File: src/rtl/aes_round_sequencer.sv
// Iterative AES block controller: owns the 128-bit state register and steps a
// shared combinational round datapath through NR rounds per block, issuing
// round-key indices and the final-round MixColumns bypass, with valid/ready
// handshakes on both sides.
module aes_round_sequencer #(
  parameter int NR  = 10,
  parameter int KIW = 4
) (
  input  logic           clk,
  input  logic           rst_n,
  input  logic           flush,
  input  logic           in_valid,
  output logic           in_ready,
  input  logic           in_decrypt,
  input  logic [127:0]   in_block,
  output logic           out_valid,
  input  logic           out_ready,
  output logic [127:0]   out_block,
  output logic           out_decrypt,
  output logic           busy,
  output logic [KIW-1:0] key_idx,
  input  logic [127:0]   round_key,
  output logic [127:0]   dp_state,
  output logic           dp_decrypt,
  output logic           dp_last,
  input  logic [127:0]   dp_result
);

  localparam int DATA_W = 128;
  localparam logic [KIW-1:0] NR_K = KIW'(NR);

  typedef enum logic [1:0] {
    IDLE  = 2'd0,
    ROUND = 2'd1,
    DONE  = 2'd2
  } fsm_t;

  fsm_t              fsm_q;
  fsm_t              fsm_d;
  logic [DATA_W-1:0] state_q;
  logic [KIW-1:0]    round_q;
  logic              mode_q;
  logic              accept;
  logic              last_round;

  assign last_round = (round_q == NR_K);

  // FSM state register
  always_ff @(posedge clk or negedge rst_n) begin
    if (!rst_n) begin
      fsm_q <= IDLE;
    end else begin
      fsm_q <= fsm_d;
    end
  end

  // Next-state logic and control outputs decoded from the current state;
  // flush overrides every transition, including both handshakes
  always_comb begin
    fsm_d     = fsm_q;
    in_ready  = 1'b0;
    out_valid = 1'b0;
    busy      = 1'b0;
    dp_last   = 1'b0;
    key_idx   = '0;
    accept    = 1'b0;
    case (fsm_q)
      IDLE: begin
        in_ready = 1'b1;
        // Initial AddRoundKey key must be ready at the accept edge
        key_idx  = in_decrypt ? NR_K : '0;
        if (in_valid) begin
          accept = 1'b1;
          fsm_d  = ROUND;
        end
      end
      ROUND: begin
        busy    = 1'b1;
        key_idx = mode_q ? (NR_K - round_q) : round_q;
        dp_last = last_round;
        if (last_round) begin
          fsm_d = DONE;
        end
      end
      DONE: begin
        busy      = 1'b1;
        out_valid = 1'b1;
        if (out_ready) begin
          fsm_d = IDLE;
        end
      end
      default: begin
        fsm_d = IDLE;
      end
    endcase
    if (flush) begin
      fsm_d  = IDLE;
      accept = 1'b0;
    end
  end

  // State register, round counter and mode tag; round saturates at NR
  always_ff @(posedge clk or negedge rst_n) begin
    if (!rst_n) begin
      state_q <= '0;
      round_q <= '0;
      mode_q  <= 1'b0;
    end else if (flush) begin
      round_q <= '0;
    end else if (accept) begin
      state_q <= in_block ^ round_key;
      mode_q  <= in_decrypt;
      round_q <= KIW'(1);
    end else if (fsm_q == ROUND) begin
      state_q <= dp_result;
      if (!last_round) begin
        round_q <= round_q + KIW'(1);
      end
    end else if ((fsm_q == DONE) && out_ready) begin
      round_q <= '0;
    end
  end

  assign dp_state    = state_q;
  assign dp_decrypt  = mode_q;
  assign out_block   = state_q;
  assign out_decrypt = mode_q;

endmodule

File: config.mk
export PLATFORM = sky130hd
export DESIGN_NAME = aes_round_sequencer
export DESIGN_NICKNAME = d
export VERILOG_FILES = /design/src/rtl/aes_round_sequencer.sv
export SDC_FILE = /design/constraint.sdc
export NUM_CORES = 1
export LEC_CHECK = 0
export CAP_MARGIN = 20
export CORE_AREA = 2 2 254 256
export DETAILED_ROUTE_END_ITERATION = 6
export DIE_AREA = 0 0 256 258
export DONT_BUFFER_PORTS = 1
export GPL_TIMING_DRIVEN = 0
export PLACE_DENSITY_LB_ADDON = 0.25
export SYNTH_ARGS = -nofsm -noshare
export SYNTH_HDL_FRONTEND = slang
export SYNTH_SLANG_ARGS = --single-unit
File: constraint.sdc
create_clock -name clk -period 1.9 [get_ports clk]
set_input_delay 0.285 -clock clk [delete_from_list [all_inputs] [get_ports clk]]
set_output_delay 0.285 -clock clk [all_outputs]
set_load 0.01 [all_outputs]
## Yosys cells after proc, flatten, opt, wreduce, memory -nomap -nowiden

Index checks and enable logic that the tools add are counted.

- Bitwise gates (word level): 2
- Equal/unequal tests: 7
- Mux-type cells: 22
- Reductions and logical operators: 9
- Add/sub/neg operators: 2

Operators by type and width:

| cell | number |
|---|---|
| $mux 128 | 2 |
| $xor 128x128->128 | 1 |
| $mux 4 | 7 |
| $ne 3x3->1 const B | 3 |
| $mux 2 | 4 |
| $pmux 4 s2 | 1 |
| $mux 1 | 7 |
| $pmux 2 s3 | 1 |
| $reduce_and 2->1 | 3 |
| $add 4x1->4 const B | 1 |
| $eq 4x4->1 const B | 1 |
| $ne 4x4->1 const B | 1 |
| $reduce_bool 4->1 | 1 |
| $sub 4x4->4 const A | 1 |
| $reduce_and 3->1 | 1 |
| $eq 2x1->1 const B | 1 |
| $eq 2x2->1 const B | 1 |
| $logic_not 2->1 | 1 |
| $reduce_bool 2->1 | 1 |
| $reduce_or 2->1 | 1 |
| $logic_and 1x1->1 | 1 |
| $not 1->1 | 1 |

- Register bits: 135
- Word-level logic and storage cells: 46
- Output and inout bits: 266

## Logic depth before layout (Yosys ltp)

- Depth in word-level cells: 6
- Gate-level depth with buffers: 10

## Worst setup path after synthesis

No wires, ideal clock.

- Path type: reg-to-reg
- Start point: register fsm_q[0]
- End point: register round_q[0]
- Stages on the path, launching flop included: 7
- Arrival time: 1.755 ns
- Data required time: 1.773 ns
- Setup slack: 0.018 ns
- Path through: dfrtp_1 inv_1 ha_1 and2_1 buf_2 a2111oi_4 mux2_1

- Cells in the longest elaborated chain, start to end: 5

RTL lines:

| element | RTL line | text |
|---|---|---|
| start, declared | 38 | `fsm_t fsm_q;` |
| start signal, assigned | 53 | `fsm_q <= fsm_d;` |
| $logic_not 2->1 | 67 | `case (fsm_q)` |
| $mux 1 | 67 |  |
| $mux 1 | 96 | `if (flush) begin` |
| $ne 4x4->1 (no line), or another cell as far along | - |  |
| $reduce_and 2->1 (no line) or $mux 4 (tied branches) | - |  |
| end signal, assigned | 117 | `round_q <= round_q + KIW'(1);` |
| end, declared | 41 | `logic [KIW-1:0] round_q;` |

Several ways; a longest one is shown, not always the timed one.
A chain may end at the register's enable or synchronous reset.

## Worst setup path after layout

- Start point: register fsm_q[0]
- End point: register state_q[15] (netlist: dp_state[15])

- Cells in the longest elaborated chain, start to end: 5

RTL lines:

| element | RTL line | text |
|---|---|---|
| $logic_not 2->1 | 67 |  |
| $mux 1 | 67 |  |
| $mux 1 | 96 |  |
| $reduce_bool 2->1 (no line) | - |  |
| $reduce_and 2->1 (no line) | - |  |
| end signal, assigned | 111 | `state_q <= in_block ^ round_key;` |
| end signal, assigned | 115 | `state_q <= dp_result;` |
| end, declared | 40 | `logic [DATA_W-1:0] state_q;` |

Several ways; a longest one is shown, not always the timed one.

==> metrics <==
largest net degree at the start of global routing=136; CP arrival=2.26 ns; Flop pwr share=38.7%; Multi-input gate area=3864 um2; Leak Pwr=0.005939 uW; share of layout cells above drive strength 1=between 10% and 20%; Routed Antenna Nets=0; core area=~64000 um2; Worst-Margin Slew=0.4794 ns; Initial Util=a little over an eighth; fin cells=2223; TritonRoute pass-1 iters=5; Power Dens Cells=about 1100 nW/um2; Max IR drop VDD=around 500 uV; Core Util, Final=21.97%; post-synth cell types=32; Min Hold Slack=-0.4899 ns; sequential element share of the synthesized area=about two fifths; CTS tree=yes; Routability Congestion=around 0.83; placed cell count=1843; max-slew violation count=0; Clk Latency, worst-skew pair=0.47 ns; post-DR wirelength/cell=between 15 and 20 um; failing checks=hold timing, setup timing; sinks on the clock net=between 100 and 150; worst hold path type=in -> async; clock tree buffer depth=2; Switching Power=approximately 6000 uW; fillcell total=approximately 7000; CTS Hold Bufs=335; fin crit share=101.2%; DPL Wire Length=27840 um; GRT Resource Usage Total=11.58%; register area=3382 um2; Die Span Y=between 200 and 300 um; Area Overhead vs Synth=66.51%; Die Area=66050 um2; final hold vios=135; clock power share=roughly a quarter; IO Pins=roughly 660; first-pass GRT wire length=56910 um; FF+latch count, synth=135; r2r worst-path depth=10; RSZ-0062 raised after global routing=true; Synth warnings=0; Max-Cap Viols=0; synthesized cell area=8399 um2; via count=8522; PnR worst setup slack=-0.02326 ns; min cycle time layout=1.923 ns; CTS buffer count=17; DR DRC count=0; outcome=finished, violations left; setup violators final=7; WS Path Type=reg -> reg; total grt overflow=0; DR iter-0 viols=463; internal power=9281 uW; startpoint types=flip-flop; vias in the first global route=9094; Mapped Cells=988; drt via density=between 3 and 4; buffers added on ports=0; die width=256 um; row count=93; nets=1752; Critical Path End Type=flip-flop; synthesized area per cell=8.501 um2; CP Data Required Time=2.24 ns; skew final=a little over 0.02 ns; Fmax=520.0 MHz; Rel. slew slack=68.04%; Clk pin slew, worst setup/hold paths=0.07 ns; combinational cell fraction of total power=37.3%; antenna violations before repair=2; syn nets=1384; Total Wirelength=39550 um; switch share=39.11%; root buffer cell=clkbuf_16; CP max FO=10; Max H-tree Level=4
worst max-delay path, cell delays in order, from the launching register on:
cell      delay, ns
dfrtp_1        0.40
inv_1          0.12
ha_4           0.21
and2_1         0.15
buf_6          0.15
nand2b_4       0.07
buf_12         0.15
buf_16         0.16
buf_6          0.15
nor2_4         0.16
a31oi_1        0.06
cell families (layout without fill, tap and decap cells):
kind of cell | after synthesis | after routing | share of synthesized area (%)
AOI/OAI and AO/OA | 168 | 168 | 13.14
xor gates and xnor gates | 131 | 131 | 13.66
adders and majority gates | 6 | 6 | 0.8938
buffers and inverters | 193 | 572 | 15.40
DFF | 135 | 135 | 40.22
muxes | 3 | 3 | 0.3724
other | 0 | 1 | 0
and+or+nand+nor | 352 | 352 | 16.31
worst paths after layout:
path / slack [ns] / startpoint / endpoint
hold reg to reg: 0.58 / round_q[1] / round_q[1]
hold / removal: -0.49 / rst_n / dp_state[63]
setup / recovery: -0.02 / fsm_q[0] / dp_state[15]
setup reg to reg: -0.02 / fsm_q[0] / dp_state[15]
max in group asynchronous: 2.13 / rst_n / dp_state[110]
min in group clk: 0.05 / dp_result[3] / dp_state[3]
cells in the mapped netlist, drive strengths merged:
library cell,count,share of area [%]
a21oi,29,1.7
nand2,206,9.2
a31oi,101,7.5
a2111oi,1,0.33
dfrtp,135,40
xor2,130,14
and3b,1,0.10
inv,7,0.31
o41ai,1,0.10
nor2,134,6.1
mux2,1,0.13
nand3b,2,0.18
nand2b,2,0.15
xnor2,1,0.10
nor2b,1,0.075
a211oi,2,0.18
mux2i,2,0.24
nor4,1,0.075
and2,2,0.15
buf,177,15
ha,6,0.89
nand3,1,0.060
o21ai,6,0.36
nor3,2,0.18
clkbuf,9,0.40
a221oi,1,0.10
o2bb2ai,27,2.8
final cells by class:
cell class,count,share of cell area [%]
flip-flops and latches,135,24.18
clock buffers,21,3.292
diodes,1,0.01789
well taps,855,7.649
inverters,7,0.2147
repair buffers,349,24.87
plain buffers,186,11.08
multi-input cells,660,27.63
clock inverters,9,1.074
flip-flops by register name, summed over array words and instances, names as in the netlist:
name / count
round_q: 4
fsm_q: 2
dp_state: 128
dp_decrypt: 1
per-layer routing:
| layer | vias to the layer above | GRT usage [%] | part of all wire, % |
|---|---|---|---|
| li1 | 3860 | - | - |
| met1 | 4153 | 12.81 | 39 |
| met3 | 69 | 3.327 | 6.2 |
| met2 | 438 | 20.17 | 51 |
| met5 | - | 0 | 0.040 |
| met4 | 2 | 6.075 | 3.6 |
power groups by stage:
stage | clock network (uW) | logic, uW | registers, uW
finish | 3660 | 5680 | 5910
global route | 3910 | 6160 | 6020
CTS | 3860 | 5640 | 5920
detailed placement | 0 | 4610 | 5950
global placement | 0 | 4610 | 5970
floorplan | 0 | 3890 | 5290
timing repair:
item | in CTS | in global routing
buffers inserted | 10 | 3
pin swaps | 8 | 2
cloned | 1 | 0
hold endpoints to repair | 267 | 135
resized for setup | 113 | 19
setup endpoints to repair | 132 | 130
cells in the final DEF, fill, tap and decap left out, types with 3 or more instances in the layout:
cell,instances
a21oi_1,29
a31oi_1,101
buf_12,6
buf_4,160
buf_6,19
buf_8,3
bufinv_16,4
clkbuf_1,3
clkbuf_16,17
clkbuf_2,4
clkbuf_8,3
clkinv_2,3
clkinvlp_4,3
dfrtp_1,132
dfrtp_2,3
dlygate4sd3_1,335
ha_1,4
inv_1,4
nand2_1,206
nor2_1,124
nor2_2,4
nor2_4,6
o2bb2ai_1,27
xor2_1,129
per-stage QoR:
step	power [uW]	setup WS [ns]	setup TNS, ns	cell area [um2]	hold WS (ns)
global placement	10570	-0.7863	-79.73	9469	-0.006956
CTS	15420	-0.08971	-0.8032	13900	-0.5543
detailed placement	10560	-0.7612	-78.50	9469	-0.007455
finish	15240	-0.02326	-0.1155	13990	-0.4899
global route	16090	-0.1314	-10.17	13990	-0.5353
floorplan	9184	0.01763	0	8399	-0.01059
Note: power is estimated with default switching activity, not from simulation.
